$ cat src/rtl/storage_responder_if.sv
// Request, storage-read and response signals of the storage responder.
// The master side is the requester/storage environment; the slave side is the responder.
interface storage_responder_if #(
  parameter int unsigned NUM_CORES = 4
);
  logic                 req_valid;
  logic [11:0]          req_number_and_addr;
  logic                 req_ready;
  logic                 mem_rd_en;
  logic [7:0]           mem_addr;
  logic [31:0]          mem_rd_data;
  logic [31:0]          rsp_data;
  logic [NUM_CORES-1:0] txn_done;
  logic [1:0]           err_flags;

  modport master (
    output req_valid, req_number_and_addr, mem_rd_data,
    input  req_ready, mem_rd_en, mem_addr, rsp_data, txn_done, err_flags
  );

  modport slave (
    input  req_valid, req_number_and_addr, mem_rd_data,
    output req_ready, mem_rd_en, mem_addr, rsp_data, txn_done, err_flags
  );
endinterface

$ cat src/rtl/storage_responder.sv
// Storage-side server: buffers {core, addr} requests in a FIFO, reads the storage array one
// request at a time and signals completion with a one-hot pulse to the requesting core.
module storage_responder #(
  parameter int unsigned NUM_CORES   = 4,
  parameter int unsigned FIFO_DEPTH  = 4,
  parameter int unsigned MEM_LATENCY = 1
) (
  input logic                clk,
  input logic                rst_n,
  storage_responder_if.slave bus
);

  localparam int unsigned PtrW  = (FIFO_DEPTH > 1) ? $clog2(FIFO_DEPTH) : 1;
  localparam int unsigned CntW  = $clog2(FIFO_DEPTH + 1);
  localparam int unsigned WaitW = $clog2(MEM_LATENCY + 1);

  typedef enum logic [1:0] {StIdle, StIssue, StWait, StResp} state_e;

  state_e               state_q, state_d;
  logic [11:0]          fifo_q [FIFO_DEPTH];
  logic [PtrW-1:0]      wr_ptr_q, rd_ptr_q;
  logic [CntW-1:0]      count_q, count_d;
  logic [3:0]           num_q, num_d;
  logic [WaitW-1:0]     wait_q, wait_d;
  logic                 rd_en_q, rd_en_d;
  logic [7:0]           mem_addr_q, mem_addr_d;
  logic [31:0]          rsp_q, rsp_d;
  logic [NUM_CORES-1:0] txn_q, txn_d;
  logic [1:0]           err_q, err_d;
  logic [11:0]          head;
  logic                 push, pop, bad_num;

  assign bus.req_ready = (count_q != CntW'(FIFO_DEPTH));
  assign push          = bus.req_valid && bus.req_ready;
  assign pop           = (state_q == StIdle) && (count_q != '0);
  assign head          = fifo_q[rd_ptr_q];
  assign bad_num       = (num_q == 4'd0) || (32'(num_q) > NUM_CORES);

  // Storage words need no reset; only the pointers and count define occupancy.
  always_ff @(posedge clk) begin
    if (push) fifo_q[wr_ptr_q] <= bus.req_number_and_addr;
  end

  always_comb begin
    count_d = count_q;
    case ({push, pop})
      2'b10:   count_d = count_q + CntW'(1);
      2'b01:   count_d = count_q - CntW'(1);
      default: count_d = count_q;
    endcase
  end

  always_comb begin
    state_d    = state_q;
    num_d      = num_q;
    wait_d     = wait_q;
    rd_en_d    = 1'b0;
    mem_addr_d = mem_addr_q;
    rsp_d      = rsp_q;
    txn_d      = '0;
    err_d      = err_q;
    err_d[0]   = err_q[0] | (bus.req_valid & ~bus.req_ready);
    unique case (state_q)
      StIdle: begin
        if (count_q != '0) begin
          num_d      = head[11:8];
          mem_addr_d = head[7:0];
          rd_en_d    = 1'b1;
          state_d    = StIssue;
        end
      end
      StIssue: begin
        wait_d  = WaitW'(MEM_LATENCY);
        state_d = StWait;
      end
      StWait: begin
        wait_d = wait_q - WaitW'(1);
        if (wait_q == WaitW'(1)) begin
          rsp_d = bus.mem_rd_data;
          // An out-of-range core number matches no bit, so it never pulses txn_done.
          for (int unsigned i = 0; i < NUM_CORES; i++) begin
            txn_d[i] = (32'(num_q) == 32'(i + 1));
          end
          err_d[1] = err_q[1] | bad_num;
          state_d  = StResp;
        end
      end
      StResp:  state_d = StIdle;
      default: state_d = StIdle;
    endcase
  end

  always_ff @(posedge clk) begin
    if (!rst_n) begin
      state_q    <= StIdle;
      wr_ptr_q   <= '0;
      rd_ptr_q   <= '0;
      count_q    <= '0;
      num_q      <= '0;
      wait_q     <= '0;
      rd_en_q    <= 1'b0;
      mem_addr_q <= '0;
      rsp_q      <= '0;
      txn_q      <= '0;
      err_q      <= '0;
    end else begin
      state_q    <= state_d;
      wr_ptr_q   <= push ? wr_ptr_q + PtrW'(1) : wr_ptr_q;
      rd_ptr_q   <= pop ? rd_ptr_q + PtrW'(1) : rd_ptr_q;
      count_q    <= count_d;
      num_q      <= num_d;
      wait_q     <= wait_d;
      rd_en_q    <= rd_en_d;
      mem_addr_q <= mem_addr_d;
      rsp_q      <= rsp_d;
      txn_q      <= txn_d;
      err_q      <= err_d;
    end
  end

  assign bus.mem_rd_en = rd_en_q;
  assign bus.mem_addr  = mem_addr_q;
  assign bus.rsp_data  = rsp_q;
  assign bus.txn_done  = txn_q;
  assign bus.err_flags = err_q;

endmodule

$ cat src/flat_wrapper.sv
// flat-port wrapper written by rule: the top's interface ports become plain ports
module storage_responder_flat 
#(
  parameter int unsigned NUM_CORES   = 4,
  parameter int unsigned FIFO_DEPTH  = 4,
  parameter int unsigned MEM_LATENCY = 1
)
  (clk, rst_n, bus_req_valid, bus_req_number_and_addr, bus_mem_rd_data, bus_req_ready, bus_mem_rd_en, bus_mem_addr, bus_rsp_data, bus_txn_done, bus_err_flags);
  storage_responder_if #(.NUM_CORES(NUM_CORES)) bus_i ();
  input logic clk;
  input logic rst_n;
  input wire logic [$bits(bus_i.req_valid)-1:0] bus_req_valid;
  input wire logic [$bits(bus_i.req_number_and_addr)-1:0] bus_req_number_and_addr;
  input wire logic [$bits(bus_i.mem_rd_data)-1:0] bus_mem_rd_data;
  output wire logic [$bits(bus_i.req_ready)-1:0] bus_req_ready;
  output wire logic [$bits(bus_i.mem_rd_en)-1:0] bus_mem_rd_en;
  output wire logic [$bits(bus_i.mem_addr)-1:0] bus_mem_addr;
  output wire logic [$bits(bus_i.rsp_data)-1:0] bus_rsp_data;
  output wire logic [$bits(bus_i.txn_done)-1:0] bus_txn_done;
  output wire logic [$bits(bus_i.err_flags)-1:0] bus_err_flags;
  assign bus_i.req_valid = bus_req_valid;
  assign bus_i.req_number_and_addr = bus_req_number_and_addr;
  assign bus_i.mem_rd_data = bus_mem_rd_data;
  assign bus_req_ready = bus_i.req_ready;
  assign bus_mem_rd_en = bus_i.mem_rd_en;
  assign bus_mem_addr = bus_i.mem_addr;
  assign bus_rsp_data = bus_i.rsp_data;
  assign bus_txn_done = bus_i.txn_done;
  assign bus_err_flags = bus_i.err_flags;
  storage_responder #(.NUM_CORES(NUM_CORES), .FIFO_DEPTH(FIFO_DEPTH), .MEM_LATENCY(MEM_LATENCY)) u_core (.clk(clk), .rst_n(rst_n), .bus(bus_i));
endmodule
$ cat config.mk
export PLATFORM = sky130hd
export DESIGN_NAME = storage_responder_flat
export DESIGN_NICKNAME = d
export VERILOG_FILES = /design/src/rtl/storage_responder_if.sv /design/src/rtl/storage_responder.sv /design/src/flat_wrapper.sv
export SDC_FILE = /design/constraint.sdc
export NUM_CORES = 1
export LEC_CHECK = 0
export BUFFER_PORTS_ARGS = -buffer_cell sky130_fd_sc_hd__buf_2
export CAP_MARGIN = 20
export CORE_MARGIN = 10
export CORE_UTILIZATION = 45
export DETAILED_ROUTE_END_ITERATION = 8
export HOLD_SLACK_MARGIN = 0.06
export MAX_ROUTING_LAYER = met4
export PLACE_DENSITY = 0.75
export SYNTH_ARGS = -nofsm -noshare
export SYNTH_HDL_FRONTEND = slang
export SYNTH_SLANG_ARGS = --single-unit
$ cat constraint.sdc
create_clock -name clk -period 2.4 [get_ports clk]
set_clock_uncertainty 0.05 [all_clocks]
set_input_delay 0.24 -clock clk [delete_from_list [all_inputs] [get_ports clk]]
set_output_delay 0.24 -clock clk [all_outputs]
set_load 0.03 [all_outputs]
### Yosys cells after proc, flatten, opt, wreduce, memory -nomap -nowiden

Memory sizes are Yosys's and may differ from the RTL's. A register that Yosys moved wholly into a read port is not among the register bits.
Cells that the tools add are included.

| cells by class | value |
|---|---|
| $add $sub $neg | 5 |
| magnitude comparators | 1 |
| equal/unequal tests | 12 |
| mux-type cells | 8 |
| bitwise gates (word level) | 4 |
| reduce and logical (&&, ||, !) cells | 14 |

Operators with widths:

| operator | count |
|---|---|
| $eq A4 B2 Y1 const B | 2 |
| $pmux W2 S4 | 1 |
| $reduce_and A2 Y1 | 4 |
| $eq A2 B2 Y1 const B | 3 |
| $pmux W3 S2 | 1 |
| $add A2 B1 Y2 const B | 2 |
| $eq A2 B1 Y1 const B | 2 |
| $eq A4 B1 Y1 const B | 1 |
| $eq A4 B3 Y1 const B | 1 |
| $gt A4 B3 Y1 const B | 1 |
| $logic_not A4 Y1 | 1 |
| $mux W2 | 2 |
| $reduce_bool A2 Y1 | 2 |
| $add A3 B1 Y3 const B | 1 |
| $mux W1 | 3 |
| $ne A3 B3 Y1 const B | 1 |
| $reduce_and A3 Y1 | 1 |
| $reduce_bool A3 Y1 | 1 |
| $sub A3 B1 Y3 const B | 1 |
| $logic_and A1 B1 Y1 | 2 |
| $logic_not A2 Y1 | 1 |
| $ne A2 B1 Y1 const B | 1 |
| $ne A2 B2 Y1 const B | 1 |
| $or A1 B1 Y1 | 2 |
| other kinds (6) | 6 |

| storage, ports and cells | value |
|---|---|
| register bits after elaboration | 49 |
| RAM bits | 48 |
| logic and storage cells | 55 |
| memories kept | 1 |

Memories:

| name | depth | bits a word | read ports | clocked after memory_dff | wr ports | line | text |
|---|---|---|---|---|---|---|---|
| u_core.fifo_q | 4 | 12 | 1 | 1 | 1 | storage_responder.sv:20 | `logic [11:0] fifo_q [FIFO_DEPTH];` |

### Longest topological paths before layout

Gate-level depths: netlist of run 1.

| depth | value |
|---|---|
| word-level depth | 4 |
| gate-level depth with buffers | 9 |
| gate-level depth less buffers | 9 |

### Worst setup path before layout of run 1

Ideal clock, no wire load.

| timing | value |
|---|---|
| path type | register -> register |
| from | reg u_core.count_q[2] |
| to | reg u_core.count_q[2] |
| setup time | 71 ps |
| data arrival time | 2214 ps |
| setup slack | 66 ps |
| stages on the path, launching flop included | 10 |
| path through | dfxtp_1 > or3b_1 > buf_2 > nand2_1 > ha_1 > inv_1 > fa_1 > xor2_1 > or3_1 > a21oi_1 |

| on the way | value |
|---|---|
| word-level cells in the longest chain between the ends | 4 |

RTL lines:

| element | line | text |
|---|---|---|
| start: declaration | storage_responder.sv:22 | `logic [CntW-1:0] count_q, count_d;` |
| start signal: assignment | storage_responder.sv:110 | `count_q <= count_d;` |
| $ne A3 B3 Y1 * | storage_responder.sv:33 | `assign bus.req_ready = (count_q != CntW'(FIFO_DEPTH));` |
| net bus_req_ready | flat_wrapper.sv:15 | `output wire logic [$bits(bus_i.req_ready)-1:0] bus_req_ready;` |
| $logic_and A1 B1 Y1 * | storage_responder.sv:34 | `assign push = bus.req_valid && bus.req_ready;` |
| $eq A2 B1 Y1 / $eq A2 B2 Y1 (equally long branches) | storage_responder.sv:46 | `case ({push, pop})` |
| $pmux W3 S2 / $reduce_bool A2 Y1 (equally long branches) | - |  |

The timed path passes the listed nets; every way through them passes the cells marked *.
A chain may end at the register's enable or synchronous reset.

### Final worst setup path of run 1

| timing | value |
|---|---|
| from | reg u_core.count_q[2] |
| to | reg u_core.count_q[2] |

| on the way | value |
|---|---|
| word-level cells in the longest chain between the ends | 4 |

RTL lines:

| element | line |
|---|---|
| $ne A3 B3 Y1 / $reduce_bool A3 Y1 (equally long branches) | storage_responder.sv:33, storage_responder.sv:35 |
| $logic_and A1 B1 Y1, on equally long branches | storage_responder.sv:34, storage_responder.sv:35 |
| $eq A2 B1 Y1 / $eq A2 B2 Y1 (equally long branches) | storage_responder.sv:46 |
| $pmux W3 S2 / $reduce_bool A2 Y1 (equally long branches) | - |

Several ways; a longest one is shown, not always the timed one.

==> reports/results.ini, run 1 <==
[pwr]
p_clk_share_pct = 23.7
pwr-share-seq_pct = 48.5
p_sw_mw = 1.56
p_int_mw = 3.40
ir_drop_mv = 0.370
power.density_mw_per_mm2 = 952
p_leak_nw = 2.06
p_comb_share_pct = 27.7
swShare_pct = 31.5

[sta]
hold_viol = 0
fmax_ghz = 0.439
timing.hold.ws_ns = 0.0655
fin_crit_ns = 2.28
timing.final.max_slew_violations = 0
tns_ns = 0
fin_crit_sh_pct = 94.9
worst_pin_slew_ns = 1.00
setup_viol = 0
slew_headroom_pct = 33.0

[routing]
wl_per_cell_um = 16.3
dr_total_vias = 2858
antenna_left = 0
drt_wl_total_um = 9260
via_per_inst = 5.03
drtPass1Iterations = 4
drt_iter0_drc = 230
drc = 0

[logic_synthesis]
ys_seq_area_share_pct = 66.1
syn-instance-count = 319
synth_seq_cells = 109
async_flop_share_pct = 0
synth.net_count = 375
synthFlopType = dfxtp_1
netlist-cell-type-count = 36
postSynthAreaPerCell_um2 = 12.6
yosys_warnings = 0
netlist_area_mm2 = 0.00403
synth_edf_count = 48

[layout]
nFillCells = 658
layout.nets = 510
drive_gt1_share_pct = 28.8
area_growth_pct = 29.6

[flow_run]
drv_cap = 0

[worst_setup_path]
ff2ff_setup_slack_ns = 0.12
crit_path_top_delay_cell = fa_1
endpoint = u_core.count_q[2]
slowest_delay_ns = 0.44
path_delay_family = simple AND/OR/NAND/NOR gates
crit_chain = or3b_4 > nand2_1 > ha_2 > inv_1 > fa_1 > xor2_1 > or3_1 > a21oi_1
start_kind = register
required_ns = 2.64
cp_max_fo = 7
worstPathArrival_ns = 2.52
path_buf_inv = 1
r2r_start = u_core.count_q[2]
cp-end-kind = register
path_depth = 8
reg2reg_to = u_core.count_q[2]
cp-startpoint = u_core.count_q[2]
reg2regPathDepth = 8
crit_type = register to register

[global_routing]
grt.busiest_layer = met2
grt_max_degree = 44
use_met3_pct = 2.67
antenna_found_initial = 0
globalRouteMet1Util_pct = 15.4
grt-ovfl-total = 0
grt_pass1_vias = 2962
grt.total_usage_pct = 14.3
met2_usage_pct = 23.9
grt_pass1_wl_um = 14500

[placement]
numPortBuffers = 94
dp.final_hpwl_um = 6080
gp_congestion = 0.741

[clocking]
cts_root_buffer = clkbuf_8
cts_inserted_buffers = 9
cts_tree = done
clk_pin_slew_ns = 0.09
clock_latency_ns = 0.37
clock_path_buffers = 2
ctsHtreeMaxLevel = 3
clkSinkCount = 109

[run_status]
outcome = finished, final reports clean

[floorplanning]
die_y_um = 115
io-pin-count = 95
coreArea_mm2 = 0.00872
row_count = 34
initial_core_util_pct = 46.2
die-area_mm2 = 0.0131
die_x_um = 115

[min_path]
hold_class = input pin to register

[how the worst min path moves through the flow]
stage	from	end	slack, ns	depth (start not counted)
finish	bus_mem_rd_data[29]	u_core.bus.rsp_data[29]	0.07	3
global route	bus_mem_rd_data[14]	u_core.bus.rsp_data[14]	0.06	3
CTS	bus_mem_rd_data[29]	u_core.bus.rsp_data[29]	0.06	3
detailed placement	u_core.bus.rsp_data[12]	u_core.bus.rsp_data[12]	0.39	2
global placement	u_core.bus.rsp_data[27]	u_core.bus.rsp_data[27]	0.39	2
floorplan	bus_req_number_and_addr[0]	u_core.fifo_q[0][0]	0.29	0
[power by group through the flow]
stage | logic, mW | registers (mW) | clock network (mW)
after floorplan | 0.785 | 2.60 | 0
after global placement | 1.25 | 2.43 | 0
after detailed placement | 1.30 | 2.44 | 0
after CTS | 1.36 | 2.40 | 1.20
after global routing | 1.51 | 2.44 | 1.27
final | 1.38 | 2.41 | 1.18
[timing repair]
item / in CTS / in global routing
gates resized for setup: 0 / 5
hold buffers: 41 / 0
setup buffers: 0 / 1
setup endpoints to repair: 0 / 1
endpoints found under the hold margin: 77 / 0
[cell usage in the layout (no fill, tap or decap), types with 2 or more instances in the layout]
cell type / netlist / layout
a21o_1: 2 / 2
a21oi_1: 37 / 37
a22o_1: 12 / 12
and3_1: 4 / 4
buf_2: 5 / 94
buf_4: 1 / 7
bufinv_16: 0 / 2
clkbuf_8: 0 / 9
clkinv_1: 1 / 4
dfxtp_1: 61 / 59
dlygate4sd3_1: 0 / 41
edfxtp_1: 48 / 48
ha_1: 8 / 7
inv_1: 8 / 8
mux4_2: 12 / 12
nand2_1: 68 / 68
nand3_1: 2 / 2
nand3b_1: 3 / 3
nor2_1: 11 / 11
nor4_1: 3 / 3
o21ai_0: 2 / 2
o31a_1: 2 / 2
xnor2_1: 2 / 2
xor2_1: 3 / 3
[Yosys cell counts, types with 2 or more instances]
cell      count  area share [%]
nor2_1       11             1.0
a21o_1        2            0.37
and3_1        4            0.62
buf_6         3            0.84
xor2_1        3            0.65
o21ai_0       2            0.25
a22o_1       12             2.6
edfxtp_1     48              36
xnor2_1       2            0.44
nand3_1       2            0.25
buf_2         5            0.62
inv_1         8            0.75
ha_1          8             2.5
clkbuf_1      7            0.65
o31a_1        2            0.44
nand3b_1      3            0.56
nor4_1        3            0.47
a21oi_1      37             4.6
mux4_2       12             6.7
nand2_1      68             6.3
buf_1         2            0.19
dfxtp_1      61              30
[worst reg2reg max path: cells and delay by family, from the launching register on]
kind | cells | cell delay, ns
DFF | 1 | 0.38
adders and majority gates | 2 | 0.63
and+or+nand+nor | 3 | 0.79
xor gates and xnor gates | 1 | 0.16
AOI/OAI and AO/OA | 1 | 0.14
buffers and inverters | 1 | 0.06
[kinds of logic (layout without fill, tap and decap cells)]
group / Yosys count / after routing / synth area share [%]
DFF: 109 / 109 / 66.1
xor gates and xnor gates: 5 / 5 / 1.09
buffers and inverters: 27 / 167 / 3.33
and+or+nand+nor: 96 / 96 / 10.2
other: 0 / 1 / 0
muxes: 13 / 13 / 6.96
adders and majority gates: 9 / 9 / 2.98
AOI/OAI and AO/OA: 60 / 60 / 9.29
[layout make-up]
type | instances | area, um2 | area share, %
repair buffers | 142 | 933 | 17.9
clock inverters | 7 | 88.8 | 1.70
clock buffers | 9 | 124 | 2.37
multi-input cells | 183 | 1230 | 23.7
well taps | 108 | 135 | 2.59
flip-flops and latches | 109 | 2670 | 51.1
inverters | 9 | 33.8 | 0.647
diodes | 1 | 2.50 | 0.0479
[flip-flops by register name, summed over array words and instances, names as in the netlist]
register and flops:
u_core.bus.err_flags 2, u_core.bus.mem_addr 8, u_core.bus.mem_rd_en 1, u_core.bus.rsp_data 32, u_core.bus.txn_done 4, u_core.count_q 3
u_core.fifo_q 48, u_core.num_q 4, u_core.rd_ptr_q 2, u_core.state_q 2, u_core.wait_q 1, u_core.wr_ptr_q 2
[metrics by stage]
stage | total power, mW | setup WS, ns | utilization [%] | std cells | cell area [um2]
CTS | 4.97 | 0.0500 | 59.6 | 566 | 5200
detailed placement | 3.74 | 0.0799 | 52.5 | 509 | 4580
global route | 5.22 | -0.0120 | 59.8 | 567 | 5220
floorplan | 3.39 | 0.0656 | - | 319 | 4030
global placement | 3.68 | 0.202 | 52.5 | 509 | 4580
finish | 4.97 | 0.123 | 59.9 | 568 | 5220
[layer usage]
layer / wire length (um) / vias up / part of all wire [%]
met5: 0 / - / 0
met4: 344 / 0 / 3.7
met3: 300 / 31 / 3.2
met2: 4980 / 63 / 54
met1: 3640 / 1364 / 39
li1: - / 1400 / -
No activity file was read; power rests on OpenSTA's default activity.
==> inputs of run 2 (changes only) <==
CORE_UTILIZATION = 40   (was 45)
PLACE_DENSITY = 0.69   (was 0.75)
==> reports/results.ini, run 2 (same netlist as run 1, synthesis figures left out) <==
[run_status]
outcome = finished, final reports clean

[routing]
antenna_left = 0  ; unchanged
highest_layer = met4
drt_iter0_drc = 254  ; +10%
drt_wl_total_um = 9100  ; -1.8%
wl_met3_um = 381  ; +27%
drtPass1Iterations = 5  ; +1
wl_per_cell_um = 15.1  ; -7.3%
via_per_inst = 4.76  ; -5.3%
met1_length_um = 3720  ; +2.0%
wl_met2_um = 4780  ; -3.9%
drc = 0  ; unchanged
dr_total_vias = 2868  ; +0.35%

[sta]
hold_viol = 0  ; unchanged
fin_crit_ns = 2.27  ; -0.00662 ns
worst_pin_slew_ns = 1.01  ; +0.00634 ns
tns_ns = 0  ; unchanged
setup_viol = 0  ; unchanged
fin_crit_sh_pct = 94.6  ; -0.28 points
timing.final.max_slew_violations = 0  ; unchanged
timing.hold.ws_ns = 0.145  ; +0.0791 ns
slew_headroom_pct = 32.6  ; -0.42 points
fmax_ghz = 0.440  ; +0.29%

[worst_setup_path]
cp_max_fo = 4  ; -3
required_ns = 2.65  ; about the same
worstPathArrival_ns = 2.52  ; about the same
start_kind = register
cp-end-kind = register
path_buf_inv = 2  ; +1
crit_type = register to register
crit_chain = inv_1 > ha_1 > o31a_1 > ha_2 > inv_1 > fa_1 > xor2_1 > or3_1 > a21oi_1
crit_path_top_delay_cell = fa_1
crit_path_frequent_cell = inv_1
path_delay_family = adder cells
slowest_delay_ns = 0.43  ; about the same

[floorplanning]
initial_core_util_pct = 41.2  ; -5.0 points
die_y_um = 120  ; +5.0%
coreArea_mm2 = 0.00977  ; +12%
die-area_mm2 = 0.0145  ; +10%
row_count = 36  ; +5.9%
io-pin-count = 95  ; unchanged
die_x_um = 120  ; +5.0%

[global_routing]
grt_pass1_vias = 2961  ; -0.034%
grt_max_degree = 44  ; unchanged
grt-ovfl-total = 0  ; unchanged
grt_pass1_wl_um = 14600  ; +0.90%
antenna_found_initial = 1  ; +1
grt.total_usage_pct = 12.9  ; -1.4 points

[pwr]
p_sw_mw = 1.61  ; +2.8%
p_int_mw = 3.24  ; -4.8%
ir_drop_mv = 0.335  ; -9.6%
total_power_mw = 4.85  ; -2.4%
p_clk_share_pct = 21.6  ; -2.1 points
swShare_pct = 33.2  ; +1.7 points
p_leak_nw = 2.08  ; +1.2%
p_comb_share_pct = 28.8  ; +1.1 points
power.density_mw_per_mm2 = 915  ; -3.8%
pwr-share-seq_pct = 49.5  ; +1.0 points

[layout]
mostFrequentLayoutCells = buf_2 (94), nand2_1 (68), dfxtp_1 (61), edfxtp_1 (48), dlygate4sd3_1 (44)
layout.nets = 519  ; +1.8%
utilization_pct = 54.2  ; -5.6 points
largest_reg_flops = 48  ; unchanged
area_growth_pct = 31.6
regMostFlops = u_core.fifo_q
layout_commonest_cell = buf_2
drive_gt1_share_pct = 29.5  ; +0.73 points

[clocking]
clock_latency_ns = 0.36  ; about the same
cts_root_buffer = clkbuf_8
ctsHtreeMaxLevel = 3  ; unchanged
cts_tree = done
clk_pin_slew_ns = 0.10  ; about the same
cts_inserted_buffers = 9  ; unchanged
clkSinkCount = 109  ; unchanged
clock_path_buffers = 2  ; unchanged

[placement]
numPortBuffers = 94  ; unchanged
dp.final_hpwl_um = 6030  ; -0.87%
gp_congestion = 0.781  ; +5.5%

[flow_run]
drv_cap = 0  ; unchanged

[min_path]
hold_class = input pin to register

==> run 2: cell count changes in the layout (fill, tap and decap cells not counted), sizes merged <==
cell         change
dlygate4sd3      +3
clkinvlp         +2
clkinv           -2
bufinv           -2
inv              +2
buf              +6
==> run 2: final timing paths <==
check	from	to	slack (ns)	cells after the start
setup / recovery	u_core.state_q[0]	u_core.count_q[2]	0.13	9
hold / removal	rst_n	u_core.bus.err_flags[1]	0.14	3
setup reg to reg	u_core.state_q[0]	u_core.count_q[2]	0.13	9
hold reg to reg	u_core.bus.rsp_data[4]	u_core.bus.rsp_data[4]	0.41	2
==> run 2: area by class of cell <==
cell class | instances | area [um2]
antenna | 1 | 2.50
clock buffer | 9 | 124
clock inverter | 7 | 68.8
fill | 825 | 4480
inverter | 9 | 33.8
multi-input combinational | 183 | 1230
sequential | 109 | 2660
tap | 133 | 166
timing repair buffer | 151 | 1010
==> run 2: stage by stage <==
step                worst slack (ns)  cells  area (um2)
floorplan                     0.0656    319        4030
global placement               0.214    539        4650
detailed placement             0.118    539        4650
CTS                           0.0944    599        5280
global route                -0.00916    602        5300
finish                         0.129    602        5300
==> run 2: metal layers <==
layer / vias to the layer above / track usage, %
li1: 1420 / -
met1: 1357 / 14.3
met2: 73 / 21.6
met3: 18 / 2.89
met4: 0 / 6.26
met5: - / -
==> run 2: power groups by stage <==
stage	Sequential, mW	Clock (mW)	Combinational, mW
floorplan	2.60	0	0.785
global placement	2.43	0	1.28
detailed placement	2.45	0	1.31
CTS	2.40	1.10	1.37
global route	2.44	1.17	1.52
finish	2.40	1.05	1.40
==> run 2: repair_timing <==
item	CTS	global route
endpoints found under the hold margin	80	0
hold buffers	44	0
resized for setup	0	1
setup endpoints to repair	0	1
setup buffers	0	2
==> run 2: worst min-delay path, delay by kind of cell <==
kind                   cells  cell delay (ns)
buffers and inverters      1             0.14
AOI/OAI and AO/OA          2             0.12
==> inputs of run 3 (changes only) <==
PLACE_DENSITY = unset   (was 0.69)
==> reports/results.ini, run 3 (same netlist as run 1, synthesis figures left out) <==
[sta]
slew_headroom_pct = 34.5  ; +1.9 points
timing.final.max_slew_violations = 0  ; unchanged
worst_pin_slew_ns = 0.979  ; -0.0291 ns
setup_viol = 0  ; unchanged
hold_viol = 0  ; unchanged
rsz0062_at_grt = no
fmax_ghz = 0.448  ; +1.8%
fin_crit_sh_pct = 93.0  ; -1.6 points
fin_crit_ns = 2.23  ; -0.0391 ns
tns_ns = 0  ; unchanged

[worst_setup_path]
path_depth = 9  ; unchanged
required_ns = 2.65  ; about the same
cp-end-kind = register
crit_type = register to register
cp_max_fo = 3  ; -1
reg2regPathDepth = 9  ; unchanged
slowest_delay_ns = 0.42  ; about the same
crit_path_top_delay_cell = fa_1
crit_chain = inv_1 > ha_2 > o31a_1 > ha_2 > inv_1 > fa_1 > xor2_1 > or3_1 > a21oi_1
path_delay_family = adder cells
worstPathArrival_ns = 2.48  ; -0.04 ns
path_buf_inv = 2  ; unchanged
start_kind = register

[clocking]
clock_latency_ns = 0.36  ; about the same
ctsHtreeMaxLevel = 3  ; unchanged
clkSinkCount = 109  ; unchanged
clk_pin_slew_ns = 0.10  ; about the same
cts_root_buffer = clkbuf_8
cts_tree = done
clock_path_buffers = 2  ; unchanged
cts_inserted_buffers = 9  ; unchanged

[placement]
dp.final_hpwl_um = 6020  ; -0.13%
gp_congestion = 0.706  ; -9.7%
numPortBuffers = 94  ; unchanged

[floorplanning]
die_y_um = 120  ; unchanged
coreArea_mm2 = 0.00977  ; unchanged
row_count = 36  ; unchanged
die_x_um = 120  ; unchanged
initial_core_util_pct = 41.2  ; unchanged
die-area_mm2 = 0.0145  ; unchanged
io-pin-count = 95  ; unchanged

[layout]
mostFrequentLayoutCells = buf_2 (94), nand2_1 (68), dfxtp_1 (61), edfxtp_1 (48), dlygate4sd3_1 (44)
area_growth_pct = 31.9
drive_gt1_share_pct = 29.4  ; -0.088 points
regMostFlops = u_core.fifo_q
layout_commonest_cell = buf_2
antennaDiodeCount = 0  ; -1
layout.nets = 517  ; -0.39%
largest_reg_flops = 48  ; unchanged

[pwr]
power.density_mw_per_mm2 = 940  ; +2.7%
pwr-share-seq_pct = 47.7  ; -1.8 points
p_clk_share_pct = 24.1  ; +2.5 points
ir_drop_mv = 0.400  ; +20%
p_leak_nw = 2.09  ; +0.15%
swShare_pct = 31.3  ; -1.9 points
p_sw_mw = 1.56  ; -2.8%
p_comb_share_pct = 28.2  ; -0.6 points
p_int_mw = 3.43  ; +5.9%
total_power_mw = 4.99  ; +3.0%

[run_status]
outcome = finished, final reports clean

[routing]
antenna_left = 0  ; unchanged
via_per_inst = 4.63  ; -2.9%
wl_per_cell_um = 15.1  ; -0.35%
drc = 0  ; unchanged
drtPass1Iterations = 4  ; -1
drt_wl_total_um = 9020  ; -0.85%
dr_total_vias = 2771  ; -3.4%
drt_iter0_drc = 111  ; -56%

[global_routing]
grt_pass1_wl_um = 14400  ; -1.4%
antenna_found_initial = 0  ; -1
grt-ovfl-total = 0  ; unchanged
grt_max_degree = 44  ; unchanged
grt_pass1_vias = 2817  ; -4.9%
grt.total_usage_pct = 12.8  ; -0.094 points

[flow_run]
drv_cap = 0  ; unchanged

[min_path]
worstHoldPathCells = 3  ; unchanged
hold_class = input pin to register

## run 3: layout make-up
class	instances	area, um2
flip-flops and latches	109	2660
repair buffers	149	993
multi-input cells	183	1230
well taps	133	166
inverters	9	33.8
clock buffers	9	124
fillers	860	4460
clock inverters	7	97.6
## run 3: power by group through the flow
stage | clock network (mW) | logic (mW) | registers [mW]
after floorplan | 0 | 0.785 | 2.60
after global placement | 0 | 1.31 | 2.42
after detailed placement | 0 | 1.34 | 2.42
after CTS | 1.24 | 1.40 | 2.38
after global routing | 1.32 | 1.56 | 2.42
final | 1.20 | 1.41 | 2.38
## run 3: metal layers
| metal | vias up | global-route usage (%) | wire length (um) |
|---|---|---|---|
| met2 | 39 | 22.0 | 4740 |
| met1 | 1314 | 14.2 | 3860 |
| met5 | - | - | 0 |
| met4 | 0 | 4.75 | 114 |
| met3 | 8 | 3.07 | 301 |
| li1 | 1410 | - | - |
## run 3: repair_timing
action / CTS / global route
hold endpoints to repair: 80 / 0
hold buffers: 44 / 0
resized for setup: 0 / 2
endpoints found under the setup margin: 0 / 1
setup buffers: 0 / 2
## run 3: through the flow
| step | utilization [%] | hold slack, ns | cells | setup slack (ns) | area (um2) |
|---|---|---|---|---|---|
| after floorplan | - | 0.289 | 319 | 0.0656 | 4030 |
| after global placement | 47.4 | 0.389 | 537 | 0.209 | 4630 |
| after detailed placement | 47.4 | 0.395 | 537 | 0.110 | 4630 |
| after CTS | 54.1 | 0.126 | 597 | 0.0828 | 5290 |
| after global routing | 54.4 | 0.158 | 599 | 0.0198 | 5310 |
| final | 54.4 | 0.146 | 599 | 0.168 | 5310 |
## run 3: worst paths after layout
check                          start                       to  slack [ns]
max                u_core.state_q[0]        u_core.count_q[2]        0.17
min                            rst_n  u_core.bus.err_flags[1]        0.15
max reg2reg        u_core.state_q[0]        u_core.count_q[2]        0.17
min reg2reg  u_core.bus.rsp_data[24]  u_core.bus.rsp_data[24]        0.41
## run 3: tightest hold or removal path: stages
cell and delay, ns:
buf_2 0.15, o21ai_0 0.09, a21oi_1 0.04
